`src/rtl/fp_mult_pkg.sv`:
```
// Shared definitions for the floating-point multiplier/divider front ends:
// control state encoding, exponent bias and significand product width.
package fp_mult_pkg;

   typedef enum logic [1:0] {
      ST_IDLE = 2'd0,
      ST_MULT = 2'd1,
      ST_DONE = 2'd2
   } state_t;

   // Bias of an IEEE-style biased exponent field of the given width.
   function automatic int bias_f(input int exp_width);
      return (32'sd1 <<< (exp_width - 32'sd1)) - 32'sd1;
   endfunction

   // Width of the exact product of two significands including the hidden bit.
   function automatic int prod_width_f(input int mantissa_width);
      return 32'sd2 * (mantissa_width + 32'sd1);
   endfunction

endpackage

```
`src/rtl/fp_significand_multiplier_if.sv`:
```
// Operand/result handshake bundle of fp_significand_multiplier; the block
// itself attaches through the slave modport, the operand source through master.
interface fp_significand_multiplier_if #(
   parameter int EXP_WIDTH      = 8,
   parameter int MANTISSA_WIDTH = 23
);

   logic                              start_in;
   logic                              ready_out;
   logic                              a_sign_in;
   logic                              b_sign_in;
   logic [EXP_WIDTH-1:0]              a_exp_in;
   logic [EXP_WIDTH-1:0]              b_exp_in;
   logic [MANTISSA_WIDTH-1:0]         a_man_in;
   logic [MANTISSA_WIDTH-1:0]         b_man_in;
   logic                              sign_out;
   logic [EXP_WIDTH-1:0]              expoent_out;
   logic [2*(MANTISSA_WIDTH+1)-1:0]   result_out;
   logic                              carry_out;
   logic                              underflow_out;
   logic                              valid_out;
   logic                              ready_in;

   modport master (
      output start_in, a_sign_in, b_sign_in, a_exp_in, b_exp_in,
             a_man_in, b_man_in, ready_in,
      input  ready_out, sign_out, expoent_out, result_out, carry_out,
             underflow_out, valid_out
   );

   modport slave (
      input  start_in, a_sign_in, b_sign_in, a_exp_in, b_exp_in,
             a_man_in, b_man_in, ready_in,
      output ready_out, sign_out, expoent_out, result_out, carry_out,
             underflow_out, valid_out
   );

endinterface

```
`src/rtl/fp_significand_multiplier_exp_bias_adder.sv`:
```
// Combinational biased-exponent sum a + b - BIAS with overflow/underflow
// classification; shared between the multiplier and divider front ends.
module exp_bias_adder
   import fp_mult_pkg::*;
#(
   parameter int EXP_WIDTH = 8
) (
   input  logic [EXP_WIDTH-1:0] a_exp,
   input  logic [EXP_WIDTH-1:0] b_exp,
   output logic [EXP_WIDTH-1:0] expoent,
   output logic                 carry,
   output logic                 underflow
);

   localparam int SUM_WIDTH = EXP_WIDTH + 2;
   localparam logic [SUM_WIDTH-1:0] BIAS_EXT = SUM_WIDTH'(bias_f(EXP_WIDTH));

   logic [SUM_WIDTH-1:0] sum_s;

   // Two guard bits: bit EXP_WIDTH flags overflow, the top bit is the sign of S.
   always_comb begin
      sum_s     = {2'b00, a_exp} + {2'b00, b_exp} - BIAS_EXT;
      underflow = sum_s[SUM_WIDTH-1];
      carry     = ~sum_s[SUM_WIDTH-1] & sum_s[EXP_WIDTH];
      expoent   = sum_s[EXP_WIDTH-1:0];
   end

endmodule

```
`src/rtl/fp_significand_multiplier.sv`:
```
// Sequential significand multiplier (one multiplier bit per cycle) with
// biased exponent sum. Optional zero-operand shortcut: FP_SIG_MULT_EARLY_EXIT_EN.
module fp_significand_multiplier
   import fp_mult_pkg::*;
#(
   parameter int EXP_WIDTH      = 8,
   parameter int MANTISSA_WIDTH = 23
) (
   input  logic                        clk_in,
   input  logic                        reset_n_in,
   fp_significand_multiplier_if.slave  bus
);

   localparam int SIG_WIDTH  = MANTISSA_WIDTH + 1;
   localparam int PROD_WIDTH = prod_width_f(MANTISSA_WIDTH);
   localparam int CNT_WIDTH  = $clog2(SIG_WIDTH + 1);
   localparam logic [CNT_WIDTH-1:0] LAST_BIT = CNT_WIDTH'(SIG_WIDTH - 1);
   localparam logic [CNT_WIDTH-1:0] CNT_ONE  = CNT_WIDTH'(32'd1);

   state_t                  state_r;
   state_t                  state_s;
   logic                    ready_s;
   logic                    valid_s;
   logic                    last_s;
   logic                    skip_s;

   logic [SIG_WIDTH-1:0]    a_sig_in_s;
   logic [SIG_WIDTH-1:0]    b_sig_in_s;
   logic [SIG_WIDTH-1:0]    a_sig_r;
   logic [PROD_WIDTH-1:0]   acc_r;
   logic [PROD_WIDTH-1:0]   acc_next_s;
   logic [SIG_WIDTH:0]      partial_s;
   logic [CNT_WIDTH-1:0]    cnt_r;
   logic [EXP_WIDTH-1:0]    a_exp_r;
   logic [EXP_WIDTH-1:0]    b_exp_r;
   logic                    sign_pend_r;

   logic [EXP_WIDTH-1:0]    expoent_s;
   logic                    carry_s;
   logic                    underflow_s;

   logic                    sign_r;
   logic [EXP_WIDTH-1:0]    expoent_r;
   logic [PROD_WIDTH-1:0]   result_r;
   logic                    carry_r;
   logic                    underflow_r;

   // Hidden bit is 0 only for a zero (denormal) exponent field.
   assign a_sig_in_s = {|bus.a_exp_in, bus.a_man_in};
   assign b_sig_in_s = {|bus.b_exp_in, bus.b_man_in};

`ifdef FP_SIG_MULT_EARLY_EXIT_EN
   logic zero_r;

   // Remembers at accept time whether either significand is zero.
   always_ff @(posedge clk_in or negedge reset_n_in) begin
      if (!reset_n_in) begin
         zero_r <= 1'b0;
      end else if ((state_r == ST_IDLE) && bus.start_in) begin
         zero_r <= ~|a_sig_in_s | ~|b_sig_in_s;
      end
   end

   assign skip_s = zero_r;
`else
   assign skip_s = 1'b0;
`endif

   assign last_s = (state_r == ST_MULT) && ((cnt_r == LAST_BIT) || skip_s);

   exp_bias_adder #(
      .EXP_WIDTH (EXP_WIDTH)
   ) u_exp_bias_adder (
      .a_exp     (a_exp_r),
      .b_exp     (b_exp_r),
      .expoent   (expoent_s),
      .carry     (carry_s),
      .underflow (underflow_s)
   );

   // Low half of acc_r starts as B and is shifted out LSB first; A is added into the high half.
   always_comb begin
      if (acc_r[0]) begin
         partial_s = {1'b0, acc_r[PROD_WIDTH-1:SIG_WIDTH]} + {1'b0, a_sig_r};
      end else begin
         partial_s = {1'b0, acc_r[PROD_WIDTH-1:SIG_WIDTH]};
      end
      acc_next_s = {partial_s, acc_r[SIG_WIDTH-1:1]};
   end

   // Control state register.
   always_ff @(posedge clk_in or negedge reset_n_in) begin
      if (!reset_n_in) begin
         state_r <= ST_IDLE;
      end else begin
         state_r <= state_s;
      end
   end

   // Next-state decode.
   always_comb begin
      state_s = state_r;
      case (state_r)
         ST_IDLE: begin
            if (bus.start_in) begin
               state_s = ST_MULT;
            end else begin
               state_s = ST_IDLE;
            end
         end
         ST_MULT: begin
            if (last_s) begin
               state_s = ST_DONE;
            end else begin
               state_s = ST_MULT;
            end
         end
         ST_DONE: begin
            if (bus.ready_in) begin
               state_s = ST_IDLE;
            end else begin
               state_s = ST_DONE;
            end
         end
         default: state_s = ST_IDLE;
      endcase
   end

   // Handshake outputs decoded from state.
   always_comb begin
      ready_s = 1'b0;
      valid_s = 1'b0;
      case (state_r)
         ST_IDLE: ready_s = 1'b1;
         ST_DONE: valid_s = 1'b1;
         default: begin
            ready_s = 1'b0;
            valid_s = 1'b0;
         end
      endcase
   end

   // Operand capture, shift-add iteration and result registers (updated only on completion).
   always_ff @(posedge clk_in or negedge reset_n_in) begin
      if (!reset_n_in) begin
         a_sig_r     <= '0;
         acc_r       <= '0;
         cnt_r       <= '0;
         a_exp_r     <= '0;
         b_exp_r     <= '0;
         sign_pend_r <= 1'b0;
         sign_r      <= 1'b0;
         expoent_r   <= '0;
         result_r    <= '0;
         carry_r     <= 1'b0;
         underflow_r <= 1'b0;
      end else begin
         case (state_r)
            ST_IDLE: begin
               if (bus.start_in) begin
                  a_sig_r     <= a_sig_in_s;
                  acc_r       <= {{SIG_WIDTH{1'b0}}, b_sig_in_s};
                  cnt_r       <= '0;
                  a_exp_r     <= bus.a_exp_in;
                  b_exp_r     <= bus.b_exp_in;
                  sign_pend_r <= bus.a_sign_in ^ bus.b_sign_in;
               end
            end
            ST_MULT: begin
               acc_r <= acc_next_s;
               cnt_r <= cnt_r + CNT_ONE;
               if (last_s) begin
                  sign_r      <= sign_pend_r;
                  expoent_r   <= expoent_s;
                  carry_r     <= carry_s;
                  underflow_r <= underflow_s;
                  result_r    <= skip_s ? '0 : acc_next_s;
               end
            end
            default: begin
            end
         endcase
      end
   end

   assign bus.ready_out     = ready_s;
   assign bus.valid_out     = valid_s;
   assign bus.sign_out      = sign_r;
   assign bus.expoent_out   = expoent_r;
   assign bus.result_out    = result_r;
   assign bus.carry_out     = carry_r;
   assign bus.underflow_out = underflow_r;

endmodule

```
`src/flat_wrapper.sv`:
```
// flat-port wrapper written by rule: the top's interface ports become plain ports
module fp_significand_multiplier_flat import fp_mult_pkg::*;
#(
   parameter int EXP_WIDTH      = 8,
   parameter int MANTISSA_WIDTH = 23
)
  (clk_in, reset_n_in, bus_start_in, bus_a_sign_in, bus_b_sign_in, bus_a_exp_in, bus_b_exp_in, bus_a_man_in, bus_b_man_in, bus_ready_in, bus_ready_out, bus_sign_out, bus_expoent_out, bus_result_out, bus_carry_out, bus_underflow_out, bus_valid_out);
  fp_significand_multiplier_if #(.EXP_WIDTH(EXP_WIDTH), .MANTISSA_WIDTH(MANTISSA_WIDTH)) bus_i ();
  input  logic clk_in;
  input  logic reset_n_in;
  input wire logic [$bits(bus_i.start_in)-1:0] bus_start_in;
  input wire logic [$bits(bus_i.a_sign_in)-1:0] bus_a_sign_in;
  input wire logic [$bits(bus_i.b_sign_in)-1:0] bus_b_sign_in;
  input wire logic [$bits(bus_i.a_exp_in)-1:0] bus_a_exp_in;
  input wire logic [$bits(bus_i.b_exp_in)-1:0] bus_b_exp_in;
  input wire logic [$bits(bus_i.a_man_in)-1:0] bus_a_man_in;
  input wire logic [$bits(bus_i.b_man_in)-1:0] bus_b_man_in;
  input wire logic [$bits(bus_i.ready_in)-1:0] bus_ready_in;
  output wire logic [$bits(bus_i.ready_out)-1:0] bus_ready_out;
  output wire logic [$bits(bus_i.sign_out)-1:0] bus_sign_out;
  output wire logic [$bits(bus_i.expoent_out)-1:0] bus_expoent_out;
  output wire logic [$bits(bus_i.result_out)-1:0] bus_result_out;
  output wire logic [$bits(bus_i.carry_out)-1:0] bus_carry_out;
  output wire logic [$bits(bus_i.underflow_out)-1:0] bus_underflow_out;
  output wire logic [$bits(bus_i.valid_out)-1:0] bus_valid_out;
  assign bus_i.start_in = bus_start_in;
  assign bus_i.a_sign_in = bus_a_sign_in;
  assign bus_i.b_sign_in = bus_b_sign_in;
  assign bus_i.a_exp_in = bus_a_exp_in;
  assign bus_i.b_exp_in = bus_b_exp_in;
  assign bus_i.a_man_in = bus_a_man_in;
  assign bus_i.b_man_in = bus_b_man_in;
  assign bus_i.ready_in = bus_ready_in;
  assign bus_ready_out = bus_i.ready_out;
  assign bus_sign_out = bus_i.sign_out;
  assign bus_expoent_out = bus_i.expoent_out;
  assign bus_result_out = bus_i.result_out;
  assign bus_carry_out = bus_i.carry_out;
  assign bus_underflow_out = bus_i.underflow_out;
  assign bus_valid_out = bus_i.valid_out;
  fp_significand_multiplier #(.EXP_WIDTH(EXP_WIDTH), .MANTISSA_WIDTH(MANTISSA_WIDTH)) u_core (.clk_in(clk_in), .reset_n_in(reset_n_in), .bus(bus_i));
endmodule
```
`config.mk`:
```
export PLATFORM = sky130hd
export DESIGN_NAME = fp_significand_multiplier_flat
export DESIGN_NICKNAME = d
export VERILOG_FILES = /design/src/rtl/fp_mult_pkg.sv /design/src/rtl/fp_significand_multiplier_if.sv /design/src/rtl/fp_significand_multiplier_exp_bias_adder.sv /design/src/rtl/fp_significand_multiplier.sv /design/src/flat_wrapper.sv
export SDC_FILE = /design/constraint.sdc
export NUM_CORES = 1
export LEC_CHECK = 0
export ABC_AREA = 1
export CAP_MARGIN = 20
export CORE_MARGIN = 10
export CORE_UTILIZATION = 40
export DETAILED_ROUTE_END_ITERATION = 7
export GPL_TIMING_DRIVEN = 1
export PLACE_DENSITY_LB_ADDON = 0.2
export SETUP_SLACK_MARGIN = 0.5
export SKIP_CTS_REPAIR_TIMING = 1
export SLEW_MARGIN = 20
export SYNTH_ARGS = -nofsm -noshare
export SYNTH_HDL_FRONTEND = slang
export SYNTH_SLANG_ARGS = --single-unit
```
`constraint.sdc`:
```
create_clock -name clk_in -period 4.6 [get_ports clk_in]
set_input_delay 0.46 -clock clk_in [delete_from_list [all_inputs] [get_ports clk_in]]
set_output_delay 0.46 -clock clk_in [all_outputs]
set_load 0.02 [all_outputs]
```
==> PnR_summary.wiki, run 1 <==
{| class="wikitable"
! Metric !! Value
|-
| Status || finished clean
|-
| Clock-pin slew of the registers on the worst-case setup and hold paths || 0.07 ns
|-
| Clock tree root driver cell || clkbuf_16
|-
| Count of different cell masters after synthesis || 42
|-
| Sequential fraction of design power || 28.4%
|-
| Global-route wire length before repair || 38,100 µm
|-
| Final-stage net count || 1,331
|-
| Slew HR || 37.8%
|-
| Std-Cell Rows || 53
|-
| Final critical path time including I/O delays and setup || 2.80 ns
|-
| Flop and latch count out of synthesis || 155
|-
| DRC violations left || 0
|-
| Syn avg cell area || 7.64 µm²
|-
| Final number of hold-violating endpoints || 0
|-
| Startpoint-to-endpoint class of the critical path || flip-flop to flip-flop
|-
| Crit path max fanout || 45
|-
| Final weighted congestion in routability-driven placement || 0.930
|-
| Warnings, synthesis || 0
|-
| Proportion of total power due to net switching || 46.1%
|-
| Maximum number of pins on one net before global-route repair || 93
|-
| Number of violations of the max-capacitance limit || 0
|-
| Standard cell core area || 0.0210 mm²
|-
| Worst-margin pin slew || 0.927 ns
|-
| Detailed-route via count || 7,355
|-
| Number of slew-limit violations in the final report || 0
|-
| Number of antenna violations at the first check in global routing || 0
|-
| Cell-internal power || 4.58 mW
|-
| Drt first-iter violations || 407
|-
| Kind of start point of the critical path || flip-flop
|-
| Psw || 3.93 mW
|-
| Mean number of vias per cell || 4.85
|-
| Final hold slack || 0.0177 ns
|-
| Summed area of non-filler cells in the final layout || 0.0106 mm²
|-
| TritonCTS clock tree || yes
|-
| Via count of the first global-routing pass || 7,444
|-
| Largest voltage drop on the vdd net || 0.358 mV
|-
| Total CTS buffers || 17
|-
| Starting utilization of the core area || 40.5%
|-
| Crit share post-route || 61.0%
|-
| Worst endpoint data arrival time || 3.12 ns
|-
| Number of nets produced by synthesis || 1,214
|-
| Most used flip-flop cell after synthesis || dfrtp_1
|-
| Mapped cell area || 0.00848 mm²
|-
| Total wire length || 22,600 µm
|-
| DRT Pass-1 Iters || 5
|-
| Total number of H-tree levels || 4
|-
| Total negative slack || 0 ns
|-
| Worst hold-check path type || input pin to asynchronous set/reset pin
|-
| Area delta synth->final || 25.1%
|-
| DIE WIDTH || 166 µm
|-
| Count of final setup violators || 0
|-
| Mapped Cells || 1,110
|-
| Clock buffer depth || 2
|-
| Antenna violation net count after detailed routing || 0
|-
| Detailed Place HPWL || 16,200 µm
|-
| Global routing usage summed across all routing layers || 16.6%
|-
| Required time of the critical path || 4.91 ns
|-
| Worst-Skew Late Latency || 0.44 ns
|-
| Setup crit end kind || flip-flop
|-
| Wire length per cell after detailed routing || 14.9 µm
|-
| Proportion of synthesized chip area in sequential cells || 45.7%
|-
| # IOs || 129
|-
| Dpl cell area || 0.00999 mm²
|-
| Die area || 0.0274 mm²
|-
| Clk_skew || 0.0123 ns
|-
| Unrepaired setup endpoints after global routing || false
|-
| Power density normalized to cell area || 802 mW/mm²
|-
| Post-synth EDFFs || 0
|-
| Diode insertion count for antenna repair || 0
|-
| Combinational share of power || 54.5%
|-
| Asr flop ratio synth || 100%
|-
| Max Clock Freq || 0.357 GHz
|-
| Clk sink count || 155
|-
| Sum of overflow across all layers after global routing || 0
|-
| Die height || 166 µm
|-
| Clock Power Share || 17.1%
|-
| Ratio of cells with drive above 1 in the final layout || 6.45%
|-
| I/O Buffers || 128
|-
| Static leakage || 5.35 nW
|}
-- critical path: stages, from the launching register on --
cell	delay [ns]
dfrtp_1	0.35
inv_1	0.07
nand2_1	0.35
inv_2	0.49
nand3_4	0.21
clkinv_1	0.74
o211ai_1	0.38
nand2_1	0.07
-- layout make-up --
type                            count  area [µm²]
Fill cell                        2094       10300
Multi-Input combinational cell    797        3980
Sequential cell                   155        3880
Timing Repair Buffer              135        1340
Inverter                          121         454
Clock buffer                       17         425
Tap cell                          275         344
Clock inverter                     15         190
-- cell usage in the layout, fill, tap and decap left out, types with 23 or more instances in the layout --
cell type,n
a22oi_1,23
clkdlybuf4s50_1,127
dfrtp_1,155
ha_1,34
inv_1,114
nand2_1,437
nand3_1,73
nor2_1,35
o21ai_0,57
o21ai_1,24
-- metal layers --
layer / global-route usage [%] / vias to the layer above / part of all wire, %
met2: 27.2 / 155 / 48
met3: 3.90 / 18 / 4.8
met1: 21.2 / 3363 / 46
met4: 4.74 / 0 / 1.4
li1: - / 3819 / -
met5: 0 / - / 0
-- flip-flops by register name (all words and copies together), names as in the netlist, 2 cells and up --
name                    flops
u_core.acc_r               48
u_core.bus.result_out      48
u_core.a_sig_r             24
u_core.a_exp_r              8
u_core.b_exp_r              8
u_core.bus.expoent_out      8
u_core.cnt_r                5
u_core.state_r              2
-- worst paths after layout --
kind,start,end,slack (ns),cells past startpoint
setup / recovery,u_core.state_r[1],u_core.bus.result_out[32],1.80,7
hold / removal,reset_n_in,u_core.bus.result_out[29],0.02,1
setup reg to reg,u_core.state_r[1],u_core.bus.result_out[32],1.80,7
hold reg to reg,u_core.bus.result_out[41],u_core.bus.result_out[41],0.48,2
max in group asynchronous,reset_n_in,u_core.bus.result_out[6],3.57,2
min in group clk_in,u_core.bus.result_out[41],u_core.bus.result_out[41],0.48,2
-- Yosys cell counts, types with 9 or more instances --
| cell | number | share of area [%] |
|---|---|---|
| a22oi_1 | 23 | 2.0 |
| o21ai_0 | 57 | 3.4 |
| nand2_1 | 437 | 19 |
| nand3_1 | 73 | 4.3 |
| o21ai_1 | 24 | 1.4 |
| nor2_1 | 35 | 1.5 |
| dfrtp_1 | 155 | 46 |
| inv_1 | 114 | 5.0 |
| ha_1 | 34 | 5.0 |
| buf_2 | 16 | 0.94 |
| nand4_1 | 10 | 0.74 |
| clkbuf_1 | 15 | 0.66 |
| or2_2 | 12 | 0.89 |
| a21oi_1 | 20 | 1.2 |
| xnor2_1 | 9 | 0.93 |
-- metrics by stage --
| step | power, mW | cells | utilization, % | setup WS (ns) |
|---|---|---|---|---|
| 2_1_floorplan | 5.66 | 1110 | - | 2.59 |
| 3_3_place_gp | 7.04 | 1483 | 47.7 | 1.79 |
| 3_5_place_dp | 7.09 | 1483 | 47.7 | 1.77 |
| 4_1_cts | 8.59 | 1515 | 50.6 | 1.75 |
| 5_1_grt | 9.33 | 1515 | 50.6 | 1.45 |
| 6_report | 8.51 | 1515 | 50.6 | 1.80 |
-- logic make-up (layout without fill, tap and decap cells) --
family / count (synthesis) / after routing / share of synthesized area (%)
xor gates and xnor gates: 10 / 10 / 1.03
AOI/OAI and AO/OA: 147 / 147 / 10.0
and+or+nand+nor: 604 / 604 / 30.3
adders and majority gates: 36 / 36 / 5.49
DFF: 155 / 155 / 45.7
buffers and inverters: 158 / 288 / 7.41
-- power by group through the flow --
stage | Combinational, mW | Clock [mW] | Sequential, mW
floorplan | 3.07 | 0 | 2.59
global placement | 4.61 | 0 | 2.42
detailed placement | 4.66 | 0 | 2.43
CTS | 4.68 | 1.49 | 2.42
global route | 5.29 | 1.55 | 2.50
finish | 4.64 | 1.45 | 2.42
Note: power is estimated with default switching activity, not from simulation.
==> run 2, diff against run 1 <==
==> constraint.sdc (replaced) <==
create_clock -name clk_in -period 2.3 [get_ports clk_in]
set_input_delay 0.23 -clock clk_in [delete_from_list [all_inputs] [get_ports clk_in]]
set_output_delay 0.23 -clock clk_in [all_outputs]
set_load 0.02 [all_outputs]
==> run 2 against run 1 <==
- power grew 140%
- die area is the same
- critical path depth grew 5
- highest routed layer unchanged
- worst hold slack improved by 0.29 ns
- cell count rose by 3.0%
- cell area rose by 13%
- first-iteration DRC count is 25% higher
- clock skew down 0.0024 ns
- largest power group unchanged
- sequential power increased by 110%
==> PnR_summary.wiki, run 2 (same netlist as run 1, synthesis figures left out) <==
{| class="wikitable"
! Metric !! Value
|-
| Count of final setup violators || 0 (unchanged)
|-
| Area delta synth->final || 41.9%
|-
| Worst hold-check path type || input pin to asynchronous set/reset pin
|-
| Most frequent cells in the layout || nand2_1 (382), dfrtp_1 (152), clkdlybuf4s50_1 (125), inv_1 (103), o21ai_0 (51)
|-
| Clock buffer depth || 2 (unchanged)
|-
| Number of antenna violations at the first check in global routing || 0 (unchanged)
|-
| Clk_skew || 0.00985 ns (-0.00241 ns)
|-
| Combined buffer and inverter count along the critical path || 1 (-2)
|-
| # IOs || 129 (unchanged)
|-
| Total negative slack || 0 ns (unchanged)
|-
| Worst endpoint data arrival time || 2.42 ns (-0.70 ns)
|-
| Total CTS buffers || 17 (unchanged)
|-
| Worst-path cell chain || ha_4, fa_2, ha_4, inv_2, nor2_4, nand3_2, nor2_4, nand3_2, nand3_1, nand2_1, nand2_1, nand2_1
|-
| Final-stage net count || 1,377 (+3.5%)
|-
| Number of slew-limit violations in the final report || 0 (unchanged)
|-
| Final weighted congestion in routability-driven placement || 0.901 (-3.1%)
|-
| Diode insertion count for antenna repair || 0 (unchanged)
|-
| Proportion of total power due to net switching || 45.6% (-0.51 points)
|-
| Met1 Routed Length || 10,600 µm (+2.0%)
|-
| Clock tree root driver cell || clkbuf_16
|-
| Starting utilization of the core area || 40.5% (unchanged)
|-
| Startpoint-to-endpoint class of the critical path || flip-flop to flip-flop
|-
| Via count of the first global-routing pass || 7,620 (+2.4%)
|-
| Cell count of the worst reg-to-reg path || 12 (+5)
|-
| Max Clock Freq || 0.477 GHz (+34%)
|-
| CP max stage delay || 0.56 ns (-0.18 ns)
|-
| Crit path max fanout || 3 (-93%)
|-
| Clock Power Share || 14.7% (-2.4 points)
|-
| DRC violations left || 0 (unchanged)
|-
| Cell at the slowest stage of the critical path || fa_2
|-
| Power density normalized to cell area || 1700 mW/mm² (+110%)
|-
| Most common cell on crit path || nand2_1
|-
| Wire length per cell after detailed routing || 15.6 µm (+4.4%)
|-
| Required time of the critical path || 2.62 ns (-2.29 ns)
|-
| Global routing usage summed across all routing layers || 16.5% (-0.027 points)
|-
| Final critical path time including I/O delays and setup || 2.09 ns (-0.710 ns)
|-
| Die height || 166 µm (unchanged)
|-
| Detailed Place HPWL || 16,500 µm (+2.1%)
|-
| Cell-internal power || 11.1 mW (+140%)
|-
| Std-Cell Rows || 53 (unchanged)
|-
| Met2 routed wirelength || 12,000 µm (+11%)
|-
| Sequential fraction of design power || 24.5% (-3.9 points)
|-
| Status || finished clean
|-
| Final number of hold-violating endpoints || 0 (unchanged)
|-
| Sum of overflow across all layers after global routing || 0 (unchanged)
|-
| Combinational share of power || 60.8% (+6.3 points)
|-
| Crit share post-route || 91.1% (+30 points)
|-
| Clock-pin slew of the registers on the worst-case setup and hold paths || 0.07 ns (about the same)
|-
| DIE WIDTH || 166 µm (unchanged)
|-
| Maximum number of pins on one net before global-route repair || 67 (-28%)
|-
| Static leakage || 5.84 nW (+9.0%)
|-
| Die area || 0.0274 mm² (unchanged)
|-
| Most common cell after layout, fill and taps aside || nand2_1
|-
| Total number of H-tree levels || 4 (unchanged)
|-
| Ratio of cells with drive above 1 in the final layout || 23.3% (+17 points)
|-
| TritonCTS clock tree || yes
|-
| DRT Pass-1 Iters || 5 (unchanged)
|-
| Total wire length || 24,300 µm (+7.5%)
|-
| Worst-margin pin slew || 0.571 ns (-0.355 ns)
|-
| Number of violations of the max-capacitance limit || 0 (unchanged)
|-
| I/O Buffers || 128 (unchanged)
|-
| Detailed-route via count || 7,727 (+5.1%)
|-
| Slew HR || 61.9% (+24 points)
|-
| Area of the multi-input gates || 0.00495 mm² (+24%)
|-
| Filler cell count || 1,914 (-8.6%)
|-
| Dominant delay contributor by cell family on the critical path || adder cells
|-
| Core Util, Final || 57.4% (+6.8 points)
|-
| Drt first-iter violations || 509 (+25%)
|-
| Antenna violation net count after detailed routing || 0 (unchanged)
|-
| Psw || 9.35 mW (+140%)
|-
| Top layer used by detailed routing || met4
|-
| Unrepaired setup endpoints after global routing || true
|-
| Standard cell core area || 0.0210 mm² (unchanged)
|-
| Worst-Skew Late Latency || 0.43 ns (about the same)
|-
| Storage element area || 0.00388 mm² (about the same)
|-
| Logic depth of the worst path, buffers included || 12 (+5)
|-
| Kind of start point of the critical path || flip-flop
|-
| Global-route wire length before repair || 38,100 µm (about the same)
|-
| Mean number of vias per cell || 4.95 (+2.0%)
|-
| Met3 WL || 1250 µm (+15%)
|-
| Setup crit end kind || flip-flop
|-
| Largest voltage drop on the vdd net || 0.654 mV (+83%)
|-
| Clk sink count || 155 (unchanged)
|}
## run 2: changes by cell type in the layout (fill, tap and decap cells not counted), sizes merged
cell	change
clkdlybuf4s50	-2
inv	-4
clkinvlp	+2
bufinv	+2
dlymetal6s2s	+2
dlygate4sd3	+1
buf	+45
## run 2: layout make-up
class,instances,area share [%]
Multi-Input combinational cell,797,41.1
Inverter,121,3.85
Clock inverter,15,1.75
Timing Repair Buffer,181,14.6
Clock buffer,17,3.54
Sequential cell,155,32.3
Tap cell,275,2.86
## run 2: power groups by stage
| stage | registers [mW] | logic [mW] | clock network [mW] |
|---|---|---|---|
| final | 5.02 | 12.5 | 3.02 |
| after global routing | 5.18 | 13.7 | 3.22 |
| after CTS | 4.83 | 9.47 | 3.09 |
| after global placement | 4.84 | 9.30 | 0 |
| after detailed placement | 4.85 | 9.40 | 0 |
| after floorplan | 5.18 | 6.16 | 0 |
## run 2: stage by stage
step                cells  hold WS (ns)  setup WS [ns]  power [mW]  area (µm²)
floorplan            1110       -0.0656          0.323        11.3        8500
global placement     1490         0.194          0.246        14.1       10100
detailed placement   1490         0.192          0.211        14.3       10100
CTS                  1522        -0.263          0.192        17.4       10700
global route         1561         0.336         0.0840        22.1       12000
finish               1561         0.306          0.205        20.5       12000
## run 2: worst paths after layout
check,startpoint,to,slack (ns)
min in group clk_in,bus_a_man_in[20],u_core.a_sig_r[20],0.34
max in group asynchronous,reset_n_in,u_core.cnt_r[1],1.36
min,reset_n_in,u_core.acc_r[33],0.31
max reg2reg,u_core.a_exp_r[0],u_core.bus.carry_out,0.21
min reg2reg,u_core.bus.result_out[32],u_core.bus.result_out[32],0.47
max,u_core.a_exp_r[0],u_core.bus.carry_out,0.21
## run 2: layer usage
metal  track usage [%]  up-vias
li1                  -     3896
met2              27.9      158
met5                 0        -
met3              4.71       28
met1              20.1     3645
met4              4.55        0
